<file path="src/rtl/coffee_brew_ctrl_pkg.sv">
// coffee_brew_ctrl_pkg: state encodings, widths and helpers shared by the brew controller.
package coffee_brew_ctrl_pkg;
  localparam int TIMER_W = 8;
  localparam int WATER_W = 5;
  localparam int BEAN_W  = 8;
  localparam logic [2:0] S_IDLE  = 3'd0;
  localparam logic [2:0] S_GRIND = 3'd1;
  localparam logic [2:0] S_HEAT  = 3'd2;
  localparam logic [2:0] S_POUR  = 3'd3;
  localparam logic [2:0] S_DONE  = 3'd4;
  function automatic logic [WATER_W-1:0] sat_sub(input logic [WATER_W-1:0] a, input logic [WATER_W-1:0] b);
    return (a < b) ? '0 : a - b;
  endfunction
endpackage

</file>
<file path="src/rtl/coffee_brew_ctrl_timer.sv">
// coffee_brew_ctrl_timer: loadable down-counter shared by the grind, heat and pour phases.
module coffee_brew_ctrl_timer
  import coffee_brew_ctrl_pkg::*;
(
  input  logic               clk,
  input  logic               rst,
  input  logic               i_load,
  input  logic [TIMER_W-1:0] i_value,
  input  logic               i_en,
  output logic               o_zero
);
  logic [TIMER_W-1:0] r_cnt;
  always_ff @(posedge clk) begin
    if (rst) r_cnt <= '0;
    else if (i_load) r_cnt <= i_value;
    else if (i_en && r_cnt != '0) r_cnt <= r_cnt - 1'b1;
  end
  assign o_zero = (r_cnt == '0);
endmodule

</file>
<file path="src/rtl/coffee_brew_ctrl.sv">
// coffee_brew_ctrl: timed grind/heat/pour brew sequencer with water and bean accounting.
module coffee_brew_ctrl
  import coffee_brew_ctrl_pkg::*;
#(
  parameter int unsigned GRIND_CYCLES  = 4,
  parameter int unsigned HEAT_CYCLES   = 8,
  parameter int unsigned POUR_CYCLES   = 6,
  parameter int unsigned WATER_PER_CUP = 2,
  parameter int unsigned WATER_MAX     = 31,
  parameter int unsigned BEAN_DOSES    = 10
) (
  input  logic               clk,
  input  logic               rst,
  input  logic               COFFEE,
  input  logic               REFILL_WATER,
  input  logic               REFILL_BEANS,
  output logic [WATER_W-1:0] WATER,
  output logic               BEANS,
  output logic               GRINDER,
  output logic               HEATER,
  output logic               PUMP,
  output logic               BUSY,
  output logic               DONE
);
  localparam logic [WATER_W-1:0] W_MAX = WATER_W'(WATER_MAX);
  localparam logic [WATER_W-1:0] W_CUP = WATER_W'(WATER_PER_CUP);
  localparam logic [BEAN_W-1:0]  B_MAX = BEAN_W'(BEAN_DOSES);
  logic [2:0]         r_state, w_next;
  logic [WATER_W-1:0] r_water, w_water;
  logic [BEAN_W-1:0]  r_beans, w_beans;
  logic               r_beans_nz, r_grinder, r_heater, r_pump, r_busy, r_done;
  logic               w_load, w_zero, w_en, w_refill;
  logic [TIMER_W-1:0] w_load_val;
  assign w_en     = (r_state == S_GRIND) || (r_state == S_HEAT) || (r_state == S_POUR);
  assign w_refill = REFILL_WATER || REFILL_BEANS;
  // Refill has priority over a simultaneous brew request in IDLE.
  always_comb begin
    w_next     = S_IDLE;
    w_load     = 1'b0;
    w_load_val = '0;
    w_water    = r_water;
    w_beans    = r_beans;
    case (r_state)
      S_IDLE: begin
        w_next  = (!w_refill && COFFEE && r_water >= W_CUP && r_beans != '0) ? S_GRIND : S_IDLE;
        w_load  = (w_next == S_GRIND);
        w_load_val = TIMER_W'(GRIND_CYCLES - 1);
        w_water = REFILL_WATER ? W_MAX : r_water;
        w_beans = REFILL_BEANS ? B_MAX : r_beans;
      end
      S_GRIND: begin
        w_next  = w_zero ? S_HEAT : S_GRIND;
        w_load  = w_zero;
        w_load_val = TIMER_W'(HEAT_CYCLES - 1);
        w_beans = w_zero ? r_beans - 1'b1 : r_beans;
      end
      S_HEAT: begin
        w_next  = w_zero ? S_POUR : S_HEAT;
        w_load  = w_zero;
        w_load_val = TIMER_W'(POUR_CYCLES - 1);
      end
      S_POUR: begin
        w_next  = w_zero ? S_DONE : S_POUR;
        w_water = w_zero ? sat_sub(r_water, W_CUP) : r_water;
      end
      default: w_next = S_IDLE;
    endcase
  end
  coffee_brew_ctrl_timer u_timer (
    .clk     (clk),
    .rst     (rst),
    .i_load  (w_load),
    .i_value (w_load_val),
    .i_en    (w_en),
    .o_zero  (w_zero)
  );
  // Outputs are registered from the next state so they align with r_state.
  always_ff @(posedge clk) begin
    if (rst) begin
      r_state    <= S_IDLE;
      r_water    <= W_MAX;
      r_beans    <= B_MAX;
      r_beans_nz <= (B_MAX != '0);
      r_grinder  <= 1'b0;
      r_heater   <= 1'b0;
      r_pump     <= 1'b0;
      r_busy     <= 1'b0;
      r_done     <= 1'b0;
    end else begin
      r_state    <= w_next;
      r_water    <= w_water;
      r_beans    <= w_beans;
      r_beans_nz <= (w_beans != '0);
      r_grinder  <= (w_next == S_GRIND);
      r_heater   <= (w_next == S_HEAT);
      r_pump     <= (w_next == S_POUR);
      r_busy     <= (w_next != S_IDLE);
      r_done     <= (w_next == S_DONE);
    end
  end
  assign WATER   = r_water;
  assign BEANS   = r_beans_nz;
  assign GRINDER = r_grinder;
  assign HEATER  = r_heater;
  assign PUMP    = r_pump;
  assign BUSY    = r_busy;
  assign DONE    = r_done;
endmodule
</file>
<file path="config.mk">
export PLATFORM = sky130hd
export DESIGN_NAME = coffee_brew_ctrl
export DESIGN_NICKNAME = d
export VERILOG_FILES = /design/src/rtl/coffee_brew_ctrl_pkg.sv /design/src/rtl/coffee_brew_ctrl_timer.sv /design/src/rtl/coffee_brew_ctrl.sv
export SDC_FILE = /design/constraint.sdc
export NUM_CORES = 1
export LEC_CHECK = 0
export ABC_AREA = 1
export ABC_CLOCK_PERIOD_IN_PS = 2700
export CAP_MARGIN = 40
export CORE_MARGIN = 10
export CORE_UTILIZATION = 55
export CTS_BUF_LIST = sky130_fd_sc_hd__clkbuf_4
export CTS_CLUSTER_SIZE = 14
export DETAILED_ROUTE_END_ITERATION = 7
export GPL_ROUTABILITY_DRIVEN = 0
export PLACE_DENSITY = 0.83
export SYNTH_ARGS = -nofsm -noshare
export SYNTH_HDL_FRONTEND = slang
export SYNTH_HIERARCHICAL = 1
export SYNTH_SLANG_ARGS = --single-unit
</file>
<file path="constraint.sdc">
create_clock -name clk -period 2.7 [get_ports clk]
set_input_delay 0.405 -clock clk [delete_from_list [all_inputs] [get_ports clk]]
set_output_delay 0.405 -clock clk [all_outputs]
set_load 0.01 [all_outputs]
</file>
==> results of run 1 <==
-- where the power goes --
part	switching (mW)	total [mW]	leakage [nW]	internal (mW)
Sequential	0.0940	0.633	0.244	0.539
Clock	0.139	0.228	0.0246	0.0886
Combinational	0.833	1.31	0.832	0.480
Total	1.07	2.17	1.10	1.11
-- how the worst max path moves through the flow --
| stage | startpoint | end | slack, ps | depth (start not counted) |
|---|---|---|---|---|
| 2_1_floorplan | WATER[1] | u_timer/r_cnt[1] | 710 | 13 |
| 3_3_place_gp | REFILL_BEANS | u_timer/r_cnt[1] | 620 | 11 |
| 3_5_place_dp | REFILL_BEANS | u_timer/r_cnt[1] | 550 | 11 |
| 4_1_cts | u_timer/r_cnt[0] | BEANS | 690 | 12 |
| 5_1_grt | u_timer/r_cnt[0] | u_timer/r_cnt[7] | 480 | 11 |
| 6_report | u_timer/r_cnt[0] | BEANS | 670 | 12 |
-- sequential cells by signal, summed over array words and instances, names as in the netlist --
register,count
r_beans,8
u_timer/r_cnt,8
WATER,5
r_state,3
BEANS,1
BUSY,1
DONE,1
GRINDER,1
HEATER,1
PUMP,1
-- through the flow --
| stage | worst slack, ps | instances |
|---|---|---|
| 5_1_grt | 476.8 | 376 |
| 2_1_floorplan | 712.5 | 308 |
| 3_3_place_gp | 622.7 | 370 |
| 6_report | 671.2 | 376 |
| 4_1_cts | 686.2 | 376 |
| 3_5_place_dp | 549.1 | 370 |
-- kinds of logic after synthesis --
logic type	Yosys count	synth area share
AND/OR/NAND/NOR	179	0.4392
buffers and inverters	56	0.1203
AO/OA/AOI/OAI	33	0.09205
flip-flops	30	0.3156
adder cells (fa/ha/maj)	4	0.02630
XOR/XNOR	1	0.004603
other	1	0.001970
-- cell type report --
cell class | instances | share of cell area
clock buffers | 5 | 0.01726
clock inverters | 1 | 0.001726
inverters | 52 | 0.09148
multi-input cells | 222 | 0.5006
flip-flops and latches | 30 | 0.2762
well taps | 46 | 0.02647
repair buffers | 20 | 0.08631
-- critical path, cell delays in order (launching register included) --
cell and delay (ps):
dfxtp_1 320, inv_1 170, ha_1 210, nand2_1 70
nor2_1 240, buf_4 220, nand2_1 60, nor2_1 160
nand3_1 100, nand2_1 100, nand3_1 80, nor2_1 120
nand3_1 80
-- layer usage --
metal / track usage / share of wire / vias up
met5: 0 / 0 / -
met4: 0.05914 / 0.019 / 0
met3: 0.03829 / 0.041 / 8
met2: 0.2410 / 0.47 / 36
met1: 0.1782 / 0.47 / 861
li1: - / - / 1007
-- cell usage after synthesis --
| cell type | count | area, µm² |
|---|---|---|
| nand2_4 | 3 | 33.78 |
| inv_1 | 44 | 165.2 |
| nor2_2 | 5 | 31.28 |
| nand3_1 | 33 | 165.2 |
| nand2_1 | 81 | 304.0 |
| nand2_2 | 3 | 18.77 |
| ha_1 | 4 | 50.05 |
| inv_2 | 6 | 22.52 |
| conb_1 | 1 | 3.750 |
| xnor2_1 | 1 | 8.760 |
| nand3_2 | 3 | 30.03 |
| nand4_1 | 8 | 50.05 |
| o21ai_0 | 14 | 70.07 |
| a21oi_1 | 13 | 65.06 |
| nor3_1 | 2 | 10.01 |
| clkbuf_1 | 2 | 7.510 |
| nand3_4 | 1 | 17.52 |
| a21boi_1 | 1 | 7.510 |
| nor2_4 | 3 | 33.78 |
| and3_1 | 1 | 6.260 |
| inv_4 | 1 | 6.260 |
| nor2_1 | 36 | 135.1 |
| o21ai_1 | 2 | 10.01 |
| o211ai_1 | 3 | 22.52 |
| buf_6 | 2 | 22.52 |
| dfxtp_1 | 30 | 600.6 |
| clkinv_2 | 1 | 5.000 |
==> summary.md, run 1 <==
| Metric | Value |
|---|---|
| Core Util, Final | 0.6517 |
| Layout cells sized above 1 | 0.1091 |
| First-pass GRT wire length | between 7 and 8 mm |
| Yosys cell types | 27 |
| Most frequent cells in the layout | nand2_1, inv_1, nor2_1, nand3_1, dfxtp_1 |
| CTS sink count | 30 |
| Hold EP | u_timer/r_cnt[0] |
| Hold crit path type | flop to flop |
| Largest net degree at the start of global routing | 12 |
| Worst-Skew Late Latency | roughly 320 ps |
| DRT antenna net count | 0 |
| FF/Latch Area | around 600 µm² |
| Vias/cell | between 5 and 6 |
| Max_cap viols | 0 |
| Multi-input logic area | around 1100 µm² |
| Die X | 78.82 µm |
| TritonCTS Buffers | 5 |
| Area Growth Syn to Fin | 14.27% |
| Final slew viol count | 0 |
| Register bit total from synthesis | 30 |
| Tmin final | approximately 2000 ps |
| Final setup TNS | 0 ps |
| Drt total wl | roughly 4.3 mm |
| CTS tree | done |
| Leak | around 1.1 nW |
| RSZ-0062 raised after global routing | no |
| Cell Area, Synth | approximately 1900 µm² |
| Critical Path Source Type | flop |
| Final setup vio count | 0 |
| Pwr Total | between 2 and 2.5 mW |
| Core Area | between 3000 and 4000 µm² |
| Chip Height | between 70 and 80 µm |
| Final Instance Area | roughly 2200 µm² |
| Vias in the first global route | ~1800 |
| Max rail drop VDD | roughly 440 µV |
| Aggregate global-route resource usage | 0.1467 |
| Detailed Place HPWL | 3.345 mm |
| Num ports | 16 |
| Worst reg2reg path depth | 12 |
| CTS H-tree lvls | 2 |
| Std-Cell Rows | 21 |
| Synth Instances | 304 |
| Most common cell after layout, fill and taps aside | nand2_1 |
| Placement Cell Area | 2133 µm² |
| Post-CTS Hold Buffers | 0 |
| Port-buffer cells | 15 |
| Final #Nets | 340 |
| Reg-to-reg startpoint | u_timer/r_cnt[0] |
| Average wire per standard cell | ~11 µm |
| Post-synthesis sequential area ratio | 0.3156 |
| Pwr Density | about 1000 nW/µm² |
| Final period util | 0.7514 |
| Clock transition at path regs | approximately 90 ps |
| Post-cts resize count | 0 |
| CP Capture Type | flop |
| Diode count | 0 |
| Crit path kind | flop to flop |
| Critical path data arrival time | 2250 ps |
| Via Count | between 1500 and 2000 |
| Final hold vios | 0 |
| CTS max path bufs | 2 |
| Worst path required time | slightly below 3000 ps |
| DR pass1 iterations | 4 |
| Initial DRC count | slightly below 100 |
| Hold Slack | 494.1 ps |
| Reg-to-reg slack, setup | 670 ps |
| Clock root cell | clkbuf_4 |
| Hold_sp | u_timer/r_cnt[0] |
| Die area | 6213 µm² |
| Mean cell area of the mapped netlist | 6.260 µm² |
| Synth Warn # | 6 |
| Worst r2r dst | BEANS |
| Remaining DRCs | 0 |
| Clk_skew | approximately 7.6 ps |
| Antenna violations before repair | 0 |
| Fmax achieved | ~490 MHz |
| Hold Path Depth | 2 |
| Number of fill cells in the layout | roughly 320 |
| Postcts setup bufs | 0 |
| Outcome | finished clean |
| Remaining global-route overflow | 0 |
| Initial Utilization | 0.5703 |
| Critical path fanouts, max | 9 |
Power figures use the tool's default switching activity.
==> run 2: changes to the inputs <==
- ABC_CLOCK_PERIOD_IN_PS: 2700 -> 1900
- clock period: 2.7 -> 1.9 ns (I/O delays scaled with it)
==> run 2 against run 1 <==
  * Clock power rose to 2.8 times the previous value
  * Final cell count rose by 4.8%
  * Combinational power rose by 66%
  * Clock-buffer cell count did not move
  * Global-route usage rose by 0.31 points
  * Critical path type unchanged
  * Largest power group unchanged
==> summary.md, run 2 (synthesis results as in run 1) <==
| Metric | Value |
|---|---|
| Critical path fanouts, max | 6 (-3) |
| DR pass1 iterations | 5 (+1) |
| Leak | 1.210 nW (+10%) |
| Setup ws final | 155.3 ps (-515.9 ps) |
| Worst reg2reg path depth | 11 (-1) |
| Initial DRC count | 113 (+14%) |
| TritonCTS Buffers | 5 (unchanged) |
| Final Instance Area | 2395 µm² (+10%) |
| Diode count | 0 (unchanged) |
| Met3 usage in global routing | 0.04617 (+0.007883) |
| Detailed Place HPWL | 3.438 mm (+2.8%) |
| Max_cap viols | 0 (unchanged) |
| Drt total wl | 4.581 mm (+7.5%) |
| CTS sink count | 30 (unchanged) |
| Most frequent cells in the layout | nand2_1, inv_1, nor2_1, nand3_1, dfxtp_1 |
| Placement Cell Area | 2231 µm² (+4.6%) |
| Worst path required time | 2170 ps (-750 ps) |
| Chip Height | 78.82 µm (unchanged) |
| First-pass GRT wire length | 7.748 mm (+1.4%) |
| DRT antenna net count | 0 (unchanged) |
| Die X | 78.82 µm (unchanged) |
| Hold crit path type | flop to flop |
| Hold EP | WATER[3] |
| Sw Pwr | 1.672 mW (+57%) |
| Core Util, Final | 0.7177 (+0.06599) |
| Via Count | 1997 (+4.4%) |
| CTS tree | done |
| Final period util | 0.9182 (+0.1669) |
| Initial Utilization | 0.5703 (unchanged) |
| Int Pwr | 2.006 mW (+81%) |
| Critical path data arrival time | 2010 ps (-240 ps) |
| Most common cell after layout, fill and taps aside | nand2_1 |
| Fmax achieved | 573.2 MHz (+16%) |
| CTS max path bufs | 2 (unchanged) |
| Remaining DRCs | 0 (unchanged) |
| Clock transition at path regs | 110 ps (+20 ps) |
| Reg power frac | 0.235 (-0.056) |
| Final setup vio count | 0 (unchanged) |
| Aggregate global-route resource usage | 0.1498 (+0.003145) |
| Hold Path Depth | 2 (unchanged) |
| Pwr Density | 1536 nW/µm² (+54%) |
| Remaining global-route overflow | 0 (unchanged) |
| Max rail drop VDD | 641.1 µV (+45%) |
| Finished Layout Cells | 394 (+4.8%) |
| Final hold vios | 0 (unchanged) |
| Tmin final | 1745 ps (-284.1 ps) |
| Met2 usage | 0.2582 (+0.01727) |
| Met1 GRT Util | 0.1655 (-0.01278) |
| Antenna violations before repair | 0 (unchanged) |
| Std-Cell Rows | 21 (unchanged) |
| Final #Nets | 356 (+4.7%) |
| Worst-Skew Late Latency | 340 ps (+20 ps) |
| Reg-to-reg slack, setup | 160 ps (-520 ps) |
| Area Growth Syn to Fin | 25.84% |
| Clock Power Share | 0.175 (+0.070) |
| Critical Path Source Type | flop |
| Crit path kind | flop to flop |
| Clock root cell | clkbuf_4 |
| Largest net degree at the start of global routing | 11 (-1) |
| Most Crowded Layer GR | met2 |
| Die area | 6213 µm² (unchanged) |
| Port-buffer cells | 15 (unchanged) |
| Reg-to-reg startpoint | WATER[2] |
| Vias/cell | 5.069 (-0.33%) |
| Outcome | finished clean |
| Num ports | 16 (unchanged) |
| Layout cells sized above 1 | 0.1810 (+0.07194) |
| Final slew viol count | 0 (unchanged) |
| Setup slack at placement | 1.435 ps (-547.6 ps) |
| Hold_sp | WATER[3] |
| CTS H-tree lvls | 2 (unchanged) |
| Worst r2r dst | u_timer/r_cnt[2] |
| CP Capture Type | flop |
| Combinational group share of total power | 0.590 (-0.014) |
| Clk_skew | 12.44 ps (+4.833 ps) |
| Number of fill cells in the layout | 295 (-6.9%) |
| Sw Share | 0.4546 (-0.03588) |
| DP Cell Count | 383 (+3.5%) |
| Vias in the first global route | 1889 (+5.1%) |
| Core Area | 3337 µm² (unchanged) |
| Average wire per standard cell | 11.63 µm (+2.6%) |
run 2: cell count changes in the layout (fill, tap and decap cells not counted), moves of 3 or more:
cell     before  now
o21ai_1       2    5
dfxtp_2       0    3
nor2_1       36   33
buf_4         5   20
dfxtp_1      30   27
o21ai_0      14   10
run 2: critical path, stage by stage (launching register included):
cell	delay, ps
dfxtp_2	350
inv_1	80
ha_1	210
nand3_2	110
inv_1	80
o21ai_0	90
nand3_2	110
o21ai_4	90
buf_4	160
o21ai_0	170
nand2_1	80
a21oi_1	130
run 2: worst max-delay path by stage:
stage	startpoint	endpoint	slack (ps)
CTS	WATER[2]	u_timer/r_cnt[2]	60
detailed placement	REFILL_BEANS	u_timer/r_cnt[2]	1
floorplan	WATER[1]	u_timer/r_cnt[1]	40
global route	WATER[2]	u_timer/r_cnt[2]	-20
global placement	REFILL_BEANS	u_timer/r_cnt[2]	30
finish	WATER[2]	u_timer/r_cnt[2]	160
run 2: final cells by class:
type | count | area [µm²] | area share
clock inverter | 3 | 63.81 | 0.02665
timing repair buffer | 35 | 300.3 | 0.1254
sequential | 30 | 604.3 | 0.2524
timing repair inverter | 1 | 7.507 | 0.003135
inverter | 52 | 198.9 | 0.08307
clock buffer | 5 | 37.54 | 0.01567
multi-input combinational | 222 | 1125 | 0.4697
tap | 46 | 57.56 | 0.02403
run 2: per-layer routing:
layer  part of all wire  routed length, µm
met5                  0                  0
met4              0.022                102
met3              0.063                287
met2               0.48               2215
met1               0.43               1976
run 2: per-stage QoR:
stage	TNS, ps	hold WS (ps)	power (mW)
3_5_place_dp	0	488.7	2.873
3_3_place_gp	0	485.2	2.833
6_report	0	501.7	3.678
5_1_grt	-34.30	551.0	4.021
4_1_cts	0	506.9	3.520
2_1_floorplan	0	354.1	2.369
run 2: power by group through the flow:
stage	clock, mW	combinational [mW]	sequential (mW)
floorplan	0	1.47	0.900
global placement	0	1.97	0.864
detailed placement	0	2.00	0.870
CTS	0.652	2.01	0.856
global route	0.675	2.46	0.886
finish	0.642	2.17	0.866
run 2: timing repair:
item,in CTS,in global routing
gates resized for setup,0,17
endpoints found under the setup margin,0,11
hold buffers,0,0
buffers inserted,0,2
